$ cat src/rtl/dram_access_arbiter.sv
// dram_access_arbiter
// Shares a single-port data RAM between the CPU datapath and an external host
// loader. It sequences the LOAD / RUN / DONE run phases and drives the
// proc_enable start level into the microcoded control unit. Each RAM access is
// a fixed 4-cycle IDLE -> ISSUE -> CAPT -> ACK sequence. Round-robin
// arbitration resolves cycles where both ports request.

module dram_access_arbiter #(
  parameter int DATA_W = 8,
  parameter int ADDR_W = 16
) (
  input  logic              clk,
  input  logic              rst,

  // CPU port
  input  logic              cpu_rd_req,
  input  logic              cpu_wr_req,
  input  logic [ADDR_W-1:0] cpu_addr,
  input  logic [DATA_W-1:0] cpu_wdata,
  output logic [DATA_W-1:0] cpu_rdata,
  output logic              cpu_ack,

  // Host loader port
  input  logic              host_rd_req,
  input  logic              host_wr_req,
  input  logic [ADDR_W-1:0] host_addr,
  input  logic [DATA_W-1:0] host_wdata,
  output logic [DATA_W-1:0] host_rdata,
  output logic              host_ack,

  // Run-phase sequencing
  input  logic              host_load_done,
  input  logic              host_restart,
  input  logic              proc_finish,
  output logic              proc_enable,

  // RAM drive
  output logic              ram_en,
  output logic              ram_we,
  output logic [ADDR_W-1:0] ram_addr,
  output logic [DATA_W-1:0] ram_wdata,
  input  logic [DATA_W-1:0] ram_rdata,

  // Status
  output logic [1:0]        phase,
  output logic              err
);

  typedef enum logic [1:0] {
    PH_LOAD = 2'b00,
    PH_RUN  = 2'b01,
    PH_DONE = 2'b10
  } phase_e;

  typedef enum logic [1:0] {
    AC_IDLE  = 2'b00,
    AC_ISSUE = 2'b01,
    AC_CAPT  = 2'b10,
    AC_ACK   = 2'b11
  } acc_e;

  typedef enum logic {
    PORT_HOST = 1'b0,
    PORT_CPU  = 1'b1
  } port_e;

  // ---------------------------------------------------------------------------
  // State
  // ---------------------------------------------------------------------------
  phase_e            phase_q;
  phase_e            phase_d;
  acc_e              acc_q;
  acc_e              acc_d;

  port_e             win_q;          // port owning the access in flight
  port_e             last_grant_q;   // port served by the last completed access
  logic              lat_we_q;
  logic [ADDR_W-1:0] lat_addr_q;
  logic [DATA_W-1:0] lat_wdata_q;

  logic              load_pend_q;
  logic              restart_pend_q;
  logic              err_q;
  logic              proc_enable_q;
  logic [DATA_W-1:0] cpu_rdata_q;
  logic [DATA_W-1:0] host_rdata_q;

  // ---------------------------------------------------------------------------
  // Request qualification
  // ---------------------------------------------------------------------------
  logic cpu_req;
  logic host_req;
  logic cpu_elig;
  logic in_idle;

  assign cpu_req  = cpu_rd_req | cpu_wr_req;
  assign host_req = host_rd_req | host_wr_req;
  // The CPU may only touch the RAM while the convolution is running.
  assign cpu_elig = cpu_req & (phase_q == PH_RUN);
  assign in_idle  = (acc_q == AC_IDLE);

  logic              grant_valid;
  port_e             grant_port;
  logic              sel_we;
  logic              sel_conflict;
  logic [ADDR_W-1:0] sel_addr;
  logic [DATA_W-1:0] sel_wdata;

  // Choose the winner among eligible requesters; on a tie the port not served
  // last wins, so a waiting loser is always served on the very next access.
  // NOTE: every signal assigned in a combinational block gets a default first,
  // otherwise a path that skips the assignment infers a latch.
  always_comb begin
    grant_valid = 1'b0;
    grant_port  = PORT_HOST;
    if (cpu_elig && host_req) begin
      grant_valid = 1'b1;
      grant_port  = (last_grant_q == PORT_HOST) ? PORT_CPU : PORT_HOST;
    end else if (cpu_elig) begin
      grant_valid = 1'b1;
      grant_port  = PORT_CPU;
    end else if (host_req) begin
      grant_valid = 1'b1;
      grant_port  = PORT_HOST;
    end
  end

  // Steer the winner's request fields; rd+wr together resolves to a write.
  always_comb begin
    if (grant_port == PORT_CPU) begin
      sel_we       = cpu_wr_req;
      sel_conflict = cpu_rd_req & cpu_wr_req;
      sel_addr     = cpu_addr;
      sel_wdata    = cpu_wdata;
    end else begin
      sel_we       = host_wr_req;
      sel_conflict = host_rd_req & host_wr_req;
      sel_addr     = host_addr;
      sel_wdata    = host_wdata;
    end
  end

  // ---------------------------------------------------------------------------
  // Access FSM
  // ---------------------------------------------------------------------------

  // Next access state: fixed 4-cycle walk once a winner is sampled in IDLE.
  always_comb begin
    acc_d = acc_q;
    unique case (acc_q)
      AC_IDLE:  if (grant_valid) acc_d = AC_ISSUE;
      AC_ISSUE: acc_d = AC_CAPT;
      AC_CAPT:  acc_d = AC_ACK;
      AC_ACK:   acc_d = AC_IDLE;
      default:  acc_d = AC_IDLE;
    endcase
  end

  // ---------------------------------------------------------------------------
  // Phase FSM
  // ---------------------------------------------------------------------------
  logic load_evt;
  logic restart_evt;

  // A sequencing pulse that lands mid-access is replayed from its pending bit.
  assign load_evt    = host_load_done | load_pend_q;
  assign restart_evt = host_restart   | restart_pend_q;

  // Next phase: transitions are taken only between accesses.
  always_comb begin
    phase_d = phase_q;
    if (in_idle) begin
      unique case (phase_q)
        PH_LOAD: if (load_evt)    phase_d = PH_RUN;
        PH_RUN:  if (proc_finish) phase_d = PH_DONE;
        PH_DONE: if (restart_evt) phase_d = PH_LOAD;
        default: phase_d = PH_LOAD;
      endcase
    end
  end

  // State registers for both FSMs, the pending pulse bits and proc_enable.
  // NOTE: sequential state uses non-blocking assignments so every register
  // samples pre-edge values regardless of statement order.
  always_ff @(posedge clk) begin
    if (rst) begin
      acc_q          <= AC_IDLE;
      phase_q        <= PH_LOAD;
      load_pend_q    <= 1'b0;
      restart_pend_q <= 1'b0;
      proc_enable_q  <= 1'b0;
    end else begin
      acc_q   <= acc_d;
      phase_q <= phase_d;
      if (in_idle) begin
        // Consumed here, or irrelevant to the current phase and dropped.
        load_pend_q    <= 1'b0;
        restart_pend_q <= 1'b0;
      end else begin
        load_pend_q    <= load_pend_q    | host_load_done;
        restart_pend_q <= restart_pend_q | host_restart;
      end
      // High from the second RUN cycle; low already in the first DONE cycle.
      proc_enable_q <= (phase_q == PH_RUN) && (phase_d == PH_RUN);
    end
  end

  // ---------------------------------------------------------------------------
  // Access datapath
  // ---------------------------------------------------------------------------

  // Latch the winner's request in IDLE so the requester's bus may change
  // freely once the access has been accepted.
  always_ff @(posedge clk) begin
    if (rst) begin
      win_q       <= PORT_HOST;
      lat_we_q    <= 1'b0;
      lat_addr_q  <= '0;
      lat_wdata_q <= '0;
    end else if (in_idle && grant_valid) begin
      win_q       <= grant_port;
      lat_we_q    <= sel_we;
      lat_addr_q  <= sel_addr;
      lat_wdata_q <= sel_wdata;
    end
  end

  // Capture RAM read data for the winner in CAPT; writes leave rdata alone.
  always_ff @(posedge clk) begin
    if (rst) begin
      cpu_rdata_q  <= '0;
      host_rdata_q <= '0;
    end else if (acc_q == AC_CAPT && !lat_we_q) begin
      if (win_q == PORT_CPU) cpu_rdata_q  <= ram_rdata;
      else                   host_rdata_q <= ram_rdata;
    end
  end

  // Round-robin history and the sticky protocol-error flag.
  always_ff @(posedge clk) begin
    if (rst) begin
      last_grant_q <= PORT_HOST;
      err_q        <= 1'b0;
    end else begin
      if (acc_q == AC_ACK) last_grant_q <= win_q;
      // Conflicting rd+wr on the winner, or the host touching the RAM while
      // the control unit has finished but the phase has not yet left RUN.
      if (in_idle && grant_valid && sel_conflict) err_q <= 1'b1;
      if (in_idle && host_req && phase_q == PH_RUN && proc_finish) err_q <= 1'b1;
    end
  end

  // ---------------------------------------------------------------------------
  // Outputs
  // ---------------------------------------------------------------------------
  assign ram_en      = (acc_q == AC_ISSUE);
  assign ram_we      = ram_en & lat_we_q;
  assign ram_addr    = lat_addr_q;
  assign ram_wdata   = lat_wdata_q;

  assign cpu_ack     = (acc_q == AC_ACK) && (win_q == PORT_CPU);
  assign host_ack    = (acc_q == AC_ACK) && (win_q == PORT_HOST);
  assign cpu_rdata   = cpu_rdata_q;
  assign host_rdata  = host_rdata_q;

  assign proc_enable = proc_enable_q;
  assign phase       = phase_q;
  assign err         = err_q;

endmodule

$ cat config.mk
export PLATFORM = sky130hd
export DESIGN_NAME = dram_access_arbiter
export DESIGN_NICKNAME = d
export VERILOG_FILES = /design/src/rtl/dram_access_arbiter.sv
export SDC_FILE = /design/constraint.sdc
export NUM_CORES = 1
export LEC_CHECK = 0
export BUFFER_PORTS_ARGS = -buffer_cell sky130_fd_sc_hd__buf_2
export CORE_MARGIN = 10
export CORE_UTILIZATION = 49
export CTS_CLUSTER_SIZE = 24
export DETAILED_ROUTE_END_ITERATION = 10
export GPL_ROUTABILITY_DRIVEN = 0
export PLACE_DENSITY_LB_ADDON = 0.05
export SLEW_MARGIN = 0
export SYNTH_ARGS = -nofsm -noshare
export SYNTH_HDL_FRONTEND = slang
export SYNTH_SLANG_ARGS = --single-unit
$ cat constraint.sdc
create_clock -name clk -period 2.5 [get_ports clk]
set_clock_uncertainty 0.15 [all_clocks]
set_input_delay 0.5 -clock clk [delete_from_list [all_inputs] [get_ports clk]]
set_output_delay 0.5 -clock clk [all_outputs]
set_load 0.02 [all_outputs]
==> results.md <==
* Status: complete, no violations
* WHS at 296 ps
* Post-synthesis sequential area ratio at 44.0%
* TritonCTS Buffers at 5
* Input/output buffers at 112
* Hold depth at 3
* Clock buffer depth at 2
* First-pass GRT wire length at 10100 um
* Hold Fails Final Rpt at 0
* Post-synth EDFFs at 0
* Switching Share at 41.9%
* Pre-antenna DRT Iters at 4
* CP Class: reg -> reg
* Nets at 407
* Maximum capacitance violations at 0
* Post-synth top cells: dfxtp_1, mux2i_1, a21oi_1
* Final Max Tran Viols at 0
* Initial core utilization at 51.9%
* Most used DFF post-synth: dfxtp_1
* Worst Tran Pin Value at 1080 ps
* Worst EP arrival at 2120 ps
* Worst vdd ir at 0.584 mV
* Global Route Usage Sum at 16.1%
* Grt ovf at 0
* Worst-case reg-to-reg path depth at 4
* GR Layer Usage met3 at 7.44%
* Die Wd at 88.8 um
* Initial antenna violation count at 0
* P_int at 0.00197 W
* Hold_buf cts at 0
* Combinational power share at 47.4%
* Fmax at 466 MHz
* Psw at 0.00142 W
* Worst EP required at 2470 ps
* Grt met1 use at 19.1%
* Hold Crit Class: in -> reg
* Relative slew slack at 28.1%
* Clock latency on the worst-skew pair at 300 ps
* CP peak stage delay at 810 ps
* Root buffer cell: clkbuf_8
* Crit start category: register
* Period utilisation layout at 85.8%
* P&R area growth vs syn at 28.2%
* Ys Warns at 0
* Busiest grt layer: met2
* DR DRC count at 0
* Sequential share of power at 35.4%
* Ports at 113
* Leakage at 1.57 nW
* Worst-path maximum fanout at 25
* Syn avg cell area at 10.1 um^2
* Most common cell in the netlist: dfxtp_1
* Mapped Cells at 230
* Routed WL at 6320 um
* Async SR Flop Fraction at 0%
* RSZ-0062 raised after global routing: false
* Antenna Nets Post-Route at 0
* CTS tree: yes
* Core Box Area at 4470 um^2
* Cell area after synthesis at 2320 um^2
* Min Clock Period, post-route at 2150 ps
* Drt wl/cell at 16.2 um
* Die ar. at 7890 um^2
* Top-area cell type share of the netlist area at 44.0%
* Max stage delay cell, worst path: nor2_2
* Endpoints failing setup at 0
* Share of cells above drive strength 1 at 40.2%
* DR vias at 2045
* Setup TNS at 0 ps
* Worst-path clk slew at 100 ps
* H-tree depth at 2
* Yosys reg bits at 51
* CP Capture Type: register
* Yosys top cell by area: dfxtp_1
* CP cell instances: and2b_4 > a21boi_2 > nor2_2 > a211oi_1
* Row count at 24
* Vias in the first global route at 2064
* Largest net degree at the start of global routing at 33
* Clock Sinks at 51
* DR iter-0 viols at 103
* Ranking of synthesized cells by area: dfxtp_1, mux2i_1, a211oi_1, a21oi_1, nor2_1
* Routed vias/inst at 5.24
* N_diodes at 0
* Post_cts resized at 0
* Met2 Use GR at 25.7%
* Die Ht at 88.8 um
* Syn Nets at 300
* Netlist cell types at 39
* Setup Fix Bufs, Post-CTS at 0
* Clk pwr share at 17.1%
* Detailed Place HPWL at 4770 um
* Pwr Density at 1140 nW/um^2
-- placed cells by master, fill, tap and decap left out, drive strengths merged --
cell,Yosys,layout
buf,13,117
o311ai,1,1
nand2b,1,1
a311oi,1,1
clkbuf,4,5
nand3b,1,1
nor4,1,1
clkinv,0,1
a21oi,28,28
ha,5,5
inv,5,6
nor2,27,27
nand4,2,2
a2bb2oi,1,1
dfxtp,51,51
a211oi,25,25
o31a,1,1
o211a,1,1
and2,2,2
and2b,1,1
nand3,2,2
o21ai,4,4
nor3b,1,1
bufinv,0,1
mux2i,41,41
nor3,3,3
a21boi,1,1
and3,1,1
o31ai,1,1
nand2,3,3
o211ai,1,1
or2,1,1
-- kinds of logic (layout without fill, tap and decap cells) --
| group | count (synthesis) | in the layout | synth area share, % |
|---|---|---|---|
| muxes | 41 | 41 | 17.7 |
| adders and majority gates | 5 | 5 | 2.69 |
| AOI/OAI and AO/OA | 65 | 65 | 19.1 |
| DFF | 51 | 51 | 44.0 |
| buffers and inverters | 22 | 130 | 6.20 |
| and+or+nand+nor | 46 | 46 | 10.3 |
-- power by group through the flow --
stage | Clock, W | Combinational, W | Sequential (W)
floorplan | 0 | 0.000963 | 0.00147
global placement | 0 | 0.00160 | 0.00121
detailed placement | 0 | 0.00162 | 0.00122
CTS | 0.000602 | 0.00163 | 0.00120
global route | 0.000629 | 0.00178 | 0.00124
finish | 0.000582 | 0.00161 | 0.00120
-- stage by stage --
step	std cells	utilization, %	instance area, um^2	worst slack, ps	power (W)
6_report	390	66.5	2980	354	0.00340
5_1_grt	390	66.5	2980	246	0.00364
4_1_cts	390	66.5	2980	401	0.00343
3_5_place_dp	382	63.9	2860	297	0.00284
3_3_place_gp	382	63.9	2860	339	0.00281
2_1_floorplan	230	-	2320	847	0.00243
-- registers in the layout, summed over array words and instances (netlist names), 2 cells and up --
register    cells
cpu_rdata       8
host_rdata      8
ram_wdata       8
acc_q           2
ram_addr       16
phase           2
-- metal layers --
metal | vias up | wire, um
met2 | 80 | 2900
met4 | 0 | 65
met3 | 7 | 689
li1 | 1046 | -
met1 | 912 | 2670
met5 | - | 0
-- layout make-up --
type | instances | area [um^2]
fillers | 387 | 1500
multi-input cells | 157 | 1160
flip-flops and latches | 51 | 1020
repair buffers | 117 | 598
clock buffers | 5 | 68.8
well taps | 52 | 65.1
clock inverters | 3 | 47.5
inverters | 5 | 18.8
-- worst max-delay path: cells and delay by family (launching register included) --
family | cells | cell delay, ps
AO/OA/AOI/OAI | 2 | 270
flip-flops | 1 | 480
AND/OR/NAND/NOR | 2 | 1060
-- final timing paths --
check                         to  slack [ps]      startpoint
setup reg to reg    ram_addr[13]         350        phase[0]
hold / removal      cpu_rdata[6]         300    ram_rdata[6]
hold reg to reg   restart_pend_q         330  restart_pend_q
setup / recovery    ram_addr[13]         350        phase[0]
Power figures use the tool's default switching activity.
